--- src/rtl/bcd_modcnt_if.sv ---
// Handshake-free control/status bundle for bcd_modcnt.
// master drives clr/load/load_val/dir/enin/inc; slave returns digits, enout, load_err.
interface bcd_modcnt_if;
  logic       clr;
  logic       load;
  logic [7:0] load_val;
  logic       dir;
  logic       enin;
  logic       inc;
  logic [3:0] ones;
  logic [3:0] tens;
  logic       enout;
  logic       load_err;

  modport master (
    output clr, load, load_val, dir, enin, inc,
    input  ones, tens, enout, load_err
  );

  modport slave (
    input  clr, load, load_val, dir, enin, inc,
    output ones, tens, enout, load_err
  );
endinterface

--- src/rtl/bcd_modcnt.sv ---
// Two-digit BCD modulo counter: up/down, BCD load, cascade enin->enout, manual inc.
// Ports: clk, rst_n (sync, active-low), bus (bcd_modcnt_if.slave).
// Macro BCD_MODCNT_AUTOREPEAT_EN adds hold-to-repeat on inc (REPEAT_DELAY/PERIOD).
module bcd_modcnt #(
  parameter int MODULO        = 60,
  parameter int REPEAT_DELAY  = 8,
  parameter int REPEAT_PERIOD = 4
) (
  input  logic         clk,
  input  logic         rst_n,
  bcd_modcnt_if.slave  bus
);

  localparam logic [3:0] MAX_T = 4'((MODULO - 1) / 10);
  localparam logic [3:0] MAX_O = 4'((MODULO - 1) % 10);

  logic [3:0] ones_q;
  logic [3:0] tens_q;
  logic       err_q;
  logic       inc_q;
  logic       inc_step;
  logic       step;
  logic       at_max;
  logic       at_zero;
  logic [7:0] lv;
  logic       ld_bad;

  assign at_max  = (tens_q == MAX_T) && (ones_q == MAX_O);
  assign at_zero = (tens_q == 4'd0) && (ones_q == 4'd0);

  assign lv = 8'(bus.load_val[7:4]) * 8'd10
            + 8'(bus.load_val[3:0]);
  assign ld_bad = (bus.load_val[7:4] > 4'd9)
               || (bus.load_val[3:0] > 4'd9)
               || (lv >= 8'(MODULO));

`ifdef BCD_MODCNT_AUTOREPEAT_EN
  localparam int RMAX =
    (REPEAT_DELAY > REPEAT_PERIOD) ? REPEAT_DELAY : REPEAT_PERIOD;
  localparam int CW = $clog2(RMAX) + 1;

  typedef enum logic [1:0] {
    IDLE,
    HOLD,
    RPT
  } st_t;

  st_t           st;
  logic [CW-1:0] cnt;

  always_ff @(posedge clk) begin
    if (!rst_n) begin
      st  <= IDLE;
      cnt <= '0;
    end else if (bus.clr || bus.load) begin
      st  <= IDLE;
      cnt <= '0;
    end else begin
      unique case (st)
        IDLE: begin
          if (bus.inc && !inc_q) begin
            st  <= HOLD;
            cnt <= CW'(1);
          end
        end
        HOLD: begin
          if (!bus.inc) begin
            st  <= IDLE;
            cnt <= '0;
          end else if (cnt == CW'(REPEAT_DELAY)) begin
            st  <= RPT;
            cnt <= CW'(1);
          end else begin
            cnt <= cnt + CW'(1);
          end
        end
        RPT: begin
          if (!bus.inc) begin
            st  <= IDLE;
            cnt <= '0;
          end else if (cnt == CW'(REPEAT_PERIOD)) begin
            cnt <= CW'(1);
          end else begin
            cnt <= cnt + CW'(1);
          end
        end
        default: begin
          st  <= IDLE;
          cnt <= '0;
        end
      endcase
    end
  end

  always_comb begin
    inc_step = 1'b0;
    unique case (st)
      IDLE: inc_step = bus.inc && !inc_q;
      HOLD: inc_step = bus.inc
                    && (cnt == CW'(REPEAT_DELAY));
      RPT:  inc_step = bus.inc
                    && (cnt == CW'(REPEAT_PERIOD));
      default: inc_step = 1'b0;
    endcase
  end
`else
  logic unused_cfg;
  assign unused_cfg = ^{REPEAT_DELAY[0], REPEAT_PERIOD[0]};
  assign inc_step   = bus.inc && !inc_q;
`endif

  assign step = bus.enin || inc_step;

  // Cascade only on enin; manual stepping never propagates.
  assign bus.enout = bus.enin && !bus.clr && !bus.load
                  && rst_n
                  && (bus.dir ? at_max : at_zero);

  always_ff @(posedge clk) begin
    if (!rst_n) begin
      ones_q <= 4'd0;
      tens_q <= 4'd0;
      err_q  <= 1'b0;
      inc_q  <= 1'b0;
    end else begin
      inc_q <= bus.inc;
      err_q <= 1'b0;
      if (bus.clr) begin
        ones_q <= 4'd0;
        tens_q <= 4'd0;
      end else if (bus.load) begin
        if (ld_bad) begin
          ones_q <= 4'd0;
          tens_q <= 4'd0;
          err_q  <= 1'b1;
        end else begin
          ones_q <= bus.load_val[3:0];
          tens_q <= bus.load_val[7:4];
        end
      end else if (step) begin
        if (bus.dir) begin
          if (at_max) begin
            ones_q <= 4'd0;
            tens_q <= 4'd0;
          end else if (ones_q == 4'd9) begin
            ones_q <= 4'd0;
            tens_q <= tens_q + 4'd1;
          end else begin
            ones_q <= ones_q + 4'd1;
          end
        end else begin
          if (at_zero) begin
            ones_q <= MAX_O;
            tens_q <= MAX_T;
          end else if (ones_q == 4'd0) begin
            ones_q <= 4'd9;
            tens_q <= tens_q - 4'd1;
          end else begin
            ones_q <= ones_q - 4'd1;
          end
        end
      end
    end
  end

  assign bus.ones     = ones_q;
  assign bus.tens     = tens_q;
  assign bus.load_err = err_q;

endmodule

--- src/flat_wrapper.sv ---
// flat-port wrapper written by rule: the top's interface ports become plain ports
module bcd_modcnt_flat 
#(
  parameter int MODULO        = 60,
  parameter int REPEAT_DELAY  = 8,
  parameter int REPEAT_PERIOD = 4
)
  (clk, rst_n, bus_clr, bus_load, bus_load_val, bus_dir, bus_enin, bus_inc, bus_ones, bus_tens, bus_enout, bus_load_err);
  bcd_modcnt_if bus_i ();
  input  logic clk;
  input  logic rst_n;
  input wire logic [$bits(bus_i.clr)-1:0] bus_clr;
  input wire logic [$bits(bus_i.load)-1:0] bus_load;
  input wire logic [$bits(bus_i.load_val)-1:0] bus_load_val;
  input wire logic [$bits(bus_i.dir)-1:0] bus_dir;
  input wire logic [$bits(bus_i.enin)-1:0] bus_enin;
  input wire logic [$bits(bus_i.inc)-1:0] bus_inc;
  output wire logic [$bits(bus_i.ones)-1:0] bus_ones;
  output wire logic [$bits(bus_i.tens)-1:0] bus_tens;
  output wire logic [$bits(bus_i.enout)-1:0] bus_enout;
  output wire logic [$bits(bus_i.load_err)-1:0] bus_load_err;
  assign bus_i.clr = bus_clr;
  assign bus_i.load = bus_load;
  assign bus_i.load_val = bus_load_val;
  assign bus_i.dir = bus_dir;
  assign bus_i.enin = bus_enin;
  assign bus_i.inc = bus_inc;
  assign bus_ones = bus_i.ones;
  assign bus_tens = bus_i.tens;
  assign bus_enout = bus_i.enout;
  assign bus_load_err = bus_i.load_err;
  bcd_modcnt #(.MODULO(MODULO), .REPEAT_DELAY(REPEAT_DELAY), .REPEAT_PERIOD(REPEAT_PERIOD)) u_core (.clk(clk), .rst_n(rst_n), .bus(bus_i));
endmodule
--- config.mk ---
export PLATFORM = sky130hd
export DESIGN_NAME = bcd_modcnt_flat
export DESIGN_NICKNAME = d
export VERILOG_FILES = /design/src/rtl/bcd_modcnt_if.sv /design/src/rtl/bcd_modcnt.sv /design/src/flat_wrapper.sv
export SDC_FILE = /design/constraint.sdc
export NUM_CORES = 1
export LEC_CHECK = 0
export CAP_MARGIN = 20
export CORE_ASPECT_RATIO = 0.8
export CORE_UTILIZATION = 40
export DETAILED_ROUTE_END_ITERATION = 6
export PLACE_DENSITY = 0.66
export SLEW_MARGIN = 15
export SYNTH_ARGS = -nofsm -noshare
export SYNTH_HDL_FRONTEND = slang
export SYNTH_SLANG_ARGS = --single-unit
--- constraint.sdc ---
create_clock -name clk -period 4.3 [get_ports clk]
set_clock_uncertainty 0.2 [all_clocks]
set_input_delay 0.86 -clock clk [delete_from_list [all_inputs] [get_ports clk]]
set_output_delay 0.86 -clock clk [all_outputs]
set_load 0.01 [all_outputs]
==> Word level (Yosys, flattened, before mapping) <==
Cells that the tools add are included.
{ "word_totals": {"output_inout_bits": 10, "ff_bits": 10, "in_bits": 15} }
{ "classes": {"eq_ne": 3, "n_reduce_logical": 20, "addsub": 5, "n_lt_le_gt_ge": 3, "muxes": 18, "bitwise_logic": 2, "multipliers": 1} }
{ "ops": {"columns": ["operator", "count"], "rows": [
  ["two-way mux 4 bit", 16],
  ["adder 4 x 1 -> 4 bit (second input constant)", 2],
  ["adder 8 x 4 -> 8 bit", 1],
  [">= comparator 8 x 6 -> 1 bit (second input constant)", 1],
  ["> comparator 4 bit (second input constant)", 2],
  ["zero test 4 bit", 2],
  ["subtractor 4 x 1 -> 4 bit (second input constant)", 2],
  ["logical AND 1 bit", 7],
  ["multiplier 4 x 3 -> 7 bit (second input constant)", 1],
  ["== test 4 x 3 -> 1 bit (second input constant)", 1],
  ["== test 4 bit (second input constant)", 1],
  ["!= test 4 x 2 -> 1 bit (second input constant)", 1],
  ["nonzero test 4 bit", 1],
  ["zero test 1 bit", 3],
  ["logical OR 1 bit", 3],
  ["AND reduction 3 bit", 1],
  ["OR reduction 3 bit", 1],
  ["two-way mux 1 bit", 2],
  ["NOT 1 bit", 2],
  ["nonzero test 2 bit", 1],
  ["OR reduction 2 bit", 1]
]} }

==> Longest topological paths before layout <==
{ "logic_depth": {"depth_word": 6, "ltp_mapped": 9, "ltp_nobuf": 9} }

==> Worst setup path before layout <==
Ideal clock, no wire load.
{ "synth_path": {"kind": "input port to flip-flop", "start": "input bus_load_val[5]", "end": "register u_core.ones_q[1] (netlist: u_core.bus.ones[1])", "path_buffers": 0, "setup_slack_ns": 1.057, "required_ns": 3.978, "arrival_ns": 2.921, "stages": 9, "setup_ns": 0.122, "path_cell_list": "ha_1 ha_1 fa_1 or3b_1 o22ai_2 a211oi_2 o211a_4 a211oi_1 nor3_1"} }
{ "synth_via": {"elab_chain_len": 6, "word_cells_on_any_way": 8, "cone_classes": "add/sub: 1; mul: 1; order compare: 2; mux: 2; reduce/logical: 2"} }
{ "synth_rtl": {"columns": ["item", "line", "source"], "rows": [
  ["from (decl)", "flat_wrapper.sv:14", "input wire logic [$bits(bus_i.load_val)-1:0] bus_load_val;"],
  ["multiplier 4 x 3 -> 7 bit", "bcd_modcnt.sv:31", "assign lv = 8'(bus.load_val[7:4]) * 8'd10"],
  ["adder 8 x 4 -> 8 bit", "bcd_modcnt.sv:32", "+ 8'(bus.load_val[3:0]);"],
  [">= comparator 8 x 6 -> 1 bit", "bcd_modcnt.sv:35", "|| (lv >= 8'(MODULO));"],
  ["logical OR 1 bit (*)", "bcd_modcnt.sv:35", null],
  ["two-way mux 4 bit (*)", "bcd_modcnt.sv:132", "if (ld_bad) begin"],
  ["two-way mux 4 bit (*)", "bcd_modcnt.sv:131", "end else if (bus.load) begin"],
  ["to (signal assigned)", "bcd_modcnt.sv:137", "ones_q <= bus.load_val[3:0];"],
  ["to (signal assigned)", "bcd_modcnt.sv:149", "ones_q <= ones_q + 4'd1;"],
  ["to (signal assigned)", "bcd_modcnt.sv:159", "ones_q <= ones_q - 4'd1;"],
  ["to (decl)", "bcd_modcnt.sv:17", "logic [3:0] ones_q;"]
]} }
Every way passes the cells marked *; elsewhere a longest branch is shown, timed or not.
A chain may end at the register's enable or synchronous reset.

==> Final worst setup path <==
{ "layout_path": {"start": "input bus_load_val[7]", "end": "register u_core.ones_q[3] (netlist: u_core.bus.ones[3])"} }
Same word-level chain as after synthesis.

==> impl_metrics.tcl <==
set metrics [dict create \
    run_status "complete, no violations" \
    crit_type "in2reg" \
    crit_required_ns 4.24 \
    setup_viol 0 \
    post_cts_buffers 0 \
    drv_slew 0 \
    p_total_uw 292 \
    timing.final.crit_share 0.876 \
    fmaxAchievable_mhz 266 \
    timing.rr.start "u_core.bus.ones[0]$_SDFFE_PP0P_" \
    critical_path_buf_inv_count 1 \
    ctsHoldBuffers 0 \
    drv_cap 0 \
    min_period_ns 3.77 \
    layout_common_cells "clkdlybuf4s50_1 (24), nand2_1 (11), inv_1 (10), ha_1 (10), dfxtp_1 (10)" \
    placed_area_um2 1400 \
    root_buffer "clkbuf_4" \
    yosysWarnings 0 \
    tightest_slew_ns 0.527 \
    syn_avg_cell_area_um2 7.67 \
    slowest_delay_ns 0.62 \
    die_w_um 60.8 \
    rsz0062_at_grt "false" \
    ys_types 45 \
    min_from "u_core.bus.tens[3]$_SDFFE_PP0P_" \
    cts.repair.resized 0 \
    numCtsBuffers 3 \
    drt_iter0_drc 70 \
    die_area_um2 2980 \
    synth-main-ff-cell "dfxtp_1" \
    nNetsFinal 198 \
    yosys_register_bits 10 \
    antenna_found_initial 0 \
    grt_pass1_vias 1125 \
    synthCells 144 \
    final_area_um2 1420 \
    areaGrowthSynthToFinish_pct 28.4 \
    grt_max_degree 18 \
    arrival_ns 3.71 \
    rows 16 \
    p_per_area_nw_per_um2 206 \
    ir_worst_vdd_mv 0.131 \
    netlist_area_um2 1100 \
    firstDrtPassIters 4 \
    synth_nets 171 \
    fp.dieH_um 49.0 \
    placement.io_buffers 24 \
    wl_per_cell_um 14.1 \
    grt.total_usage 0.227 \
    cp_top_family "adder cells" \
    io_pins 25 \
    cts_tree "done" \
    mostFrequentLayoutCell "clkdlybuf4s50_1" \
    startpoint_type "input pin" \
    slowest_stage "clkdlybuf4s50_1" \
    ys_seq_area_frac 0.181 \
    power.leakage_nw 0.534 \
    start_util 0.438 \
    clockBufferDepth 2 \
    htree_num_levels 1 \
    grt_pass1_wl_mm 5.20 \
    clock_sinks 10 \
    end_kind "flop" \
    wl_mm 2.89 \
    slew_headroom 0.648 \
    async_flop_share 0 \
    startpoint "bus_load_val[7]" \
    cp_cell_sequence "clkdlybuf4s50_1, ha_1, ha_1, fa_1, or3b_1, o22ai_2, a211oi_2, o211a_4, a211oi_1, nor3_1" \
    vias 1178 \
    cp_max_fo 7 \
    routabilityCongestion 0.915 \
    grt_overflow_total 0 \
    hold_path.class "reg2reg" \
    drive_gt1_frac 0.0769 \
    nFillCells 261 \
    drc 0 \
    synth_edf_count 0 \
    clkLatencyLatePin_ns 0.26 \
    diodes 0 \
    routed_via_density 5.75 \
    clk_pin_slew_ns 0.06 \
    fin_setup_tns_ns 0 \
    crit_path_frequent_cell "ha_1" \
    antenna_left 0 \
    dp_hpwl_mm 2.31 \
    hold_viol 0 \
    core_um2 2520 \
]
==> registers in the layout, indices dropped and copies added (netlist names) <==
name	count
u_core.bus.load_err	1
u_core.bus.ones	4
u_core.inc_q	1
u_core.bus.tens	4
==> worst min-delay path, stage by stage, from the launching register on <==
cell and delay, ns:
dfxtp_1 0.36, o21ai_0 0.17, a31oi_1 0.04
==> cells by family after synthesis <==
logic type | count (synthesis) | share of synthesized area
and+or+nand+nor | 58 | 0.299
AOI/OAI and AO/OA | 41 | 0.257
buffers and inverters | 16 | 0.0555
adders and majority gates | 12 | 0.149
DFF | 10 | 0.181
xor gates and xnor gates | 5 | 0.0396
muxes | 2 | 0.0181
==> cells in the mapped netlist (2+ instances only) <==
cell | count | area share
and3_1 | 3 | 0.017
nand4_1 | 4 | 0.023
o21ai_0 | 9 | 0.041
dfxtp_1 | 10 | 0.18
nand2b_1 | 3 | 0.017
clkbuf_1 | 5 | 0.017
nor2b_1 | 3 | 0.017
a311oi_1 | 2 | 0.016
nand2_1 | 11 | 0.037
nor2_1 | 7 | 0.024
nand3_1 | 5 | 0.023
nor3_1 | 7 | 0.032
nand3b_1 | 2 | 0.014
mux2i_1 | 2 | 0.018
nand4b_1 | 2 | 0.016
a31oi_1 | 5 | 0.028
and2_1 | 2 | 0.011
fa_1 | 2 | 0.036
xnor2_1 | 4 | 0.032
a211oi_1 | 5 | 0.034
a21oi_1 | 9 | 0.041
inv_1 | 10 | 0.034
ha_1 | 10 | 0.11
==> cell type report <==
cell class / count / area [um^2] / share of cell area
clock buffer: 3 / 22.5 / 0.0159
inverter: 10 / 37.5 / 0.0265
multi-input combinational: 118 / 843 / 0.594
sequential: 10 / 200 / 0.141
tap: 36 / 45.0 / 0.0317
timing repair buffer: 28 / 270 / 0.190
==> where the power goes <==
group / internal (mW) / total [mW] / switching (mW)
Clock: 0.0322 / 0.0616 / 0.0294
Sequential: 0.0976 / 0.107 / 0.00930
Combinational: 0.0610 / 0.123 / 0.0625
Total: 0.191 / 0.292 / 0.101
==> path summary, 6_finish.rpt <==
check / end / slack (ns) / depth (start not counted)
hold reg to reg: u_core.bus.tens[3]$_SDFFE_PP0P_ / 0.42 / 2
hold / removal: u_core.bus.tens[3]$_SDFFE_PP0P_ / 0.42 / 2
setup / recovery: u_core.bus.ones[3]$_SDFFE_PP0P_ / 0.53 / 10
setup reg to reg: u_core.bus.tens[2]$_SDFFE_PP0P_ / 2.33 / 5
==> metal layers <==
layer / track usage / part of all wire / vias to the layer above
li1: - / - / 589
met1: 0.352 / 0.53 / 553
met2: 0.328 / 0.42 / 36
met3: 0.0557 / 0.053 / 0
met4: 0.0152 / 0 / 0
met5: 0 / 0 / -
==> stage by stage <==
stage | hold slack (ns) | instances | utilization | setup slack [ns]
2_1_floorplan | 0.396 | 144 | - | 1.06
3_3_place_gp | 0.401 | 202 | 0.554 | 0.395
3_5_place_dp | 0.409 | 202 | 0.554 | 0.283
4_1_cts | 0.419 | 205 | 0.563 | 0.567
5_1_grt | 0.441 | 205 | 0.563 | 0.374
6_report | 0.418 | 205 | 0.563 | 0.535
Note: power is estimated with default switching activity, not from simulation.
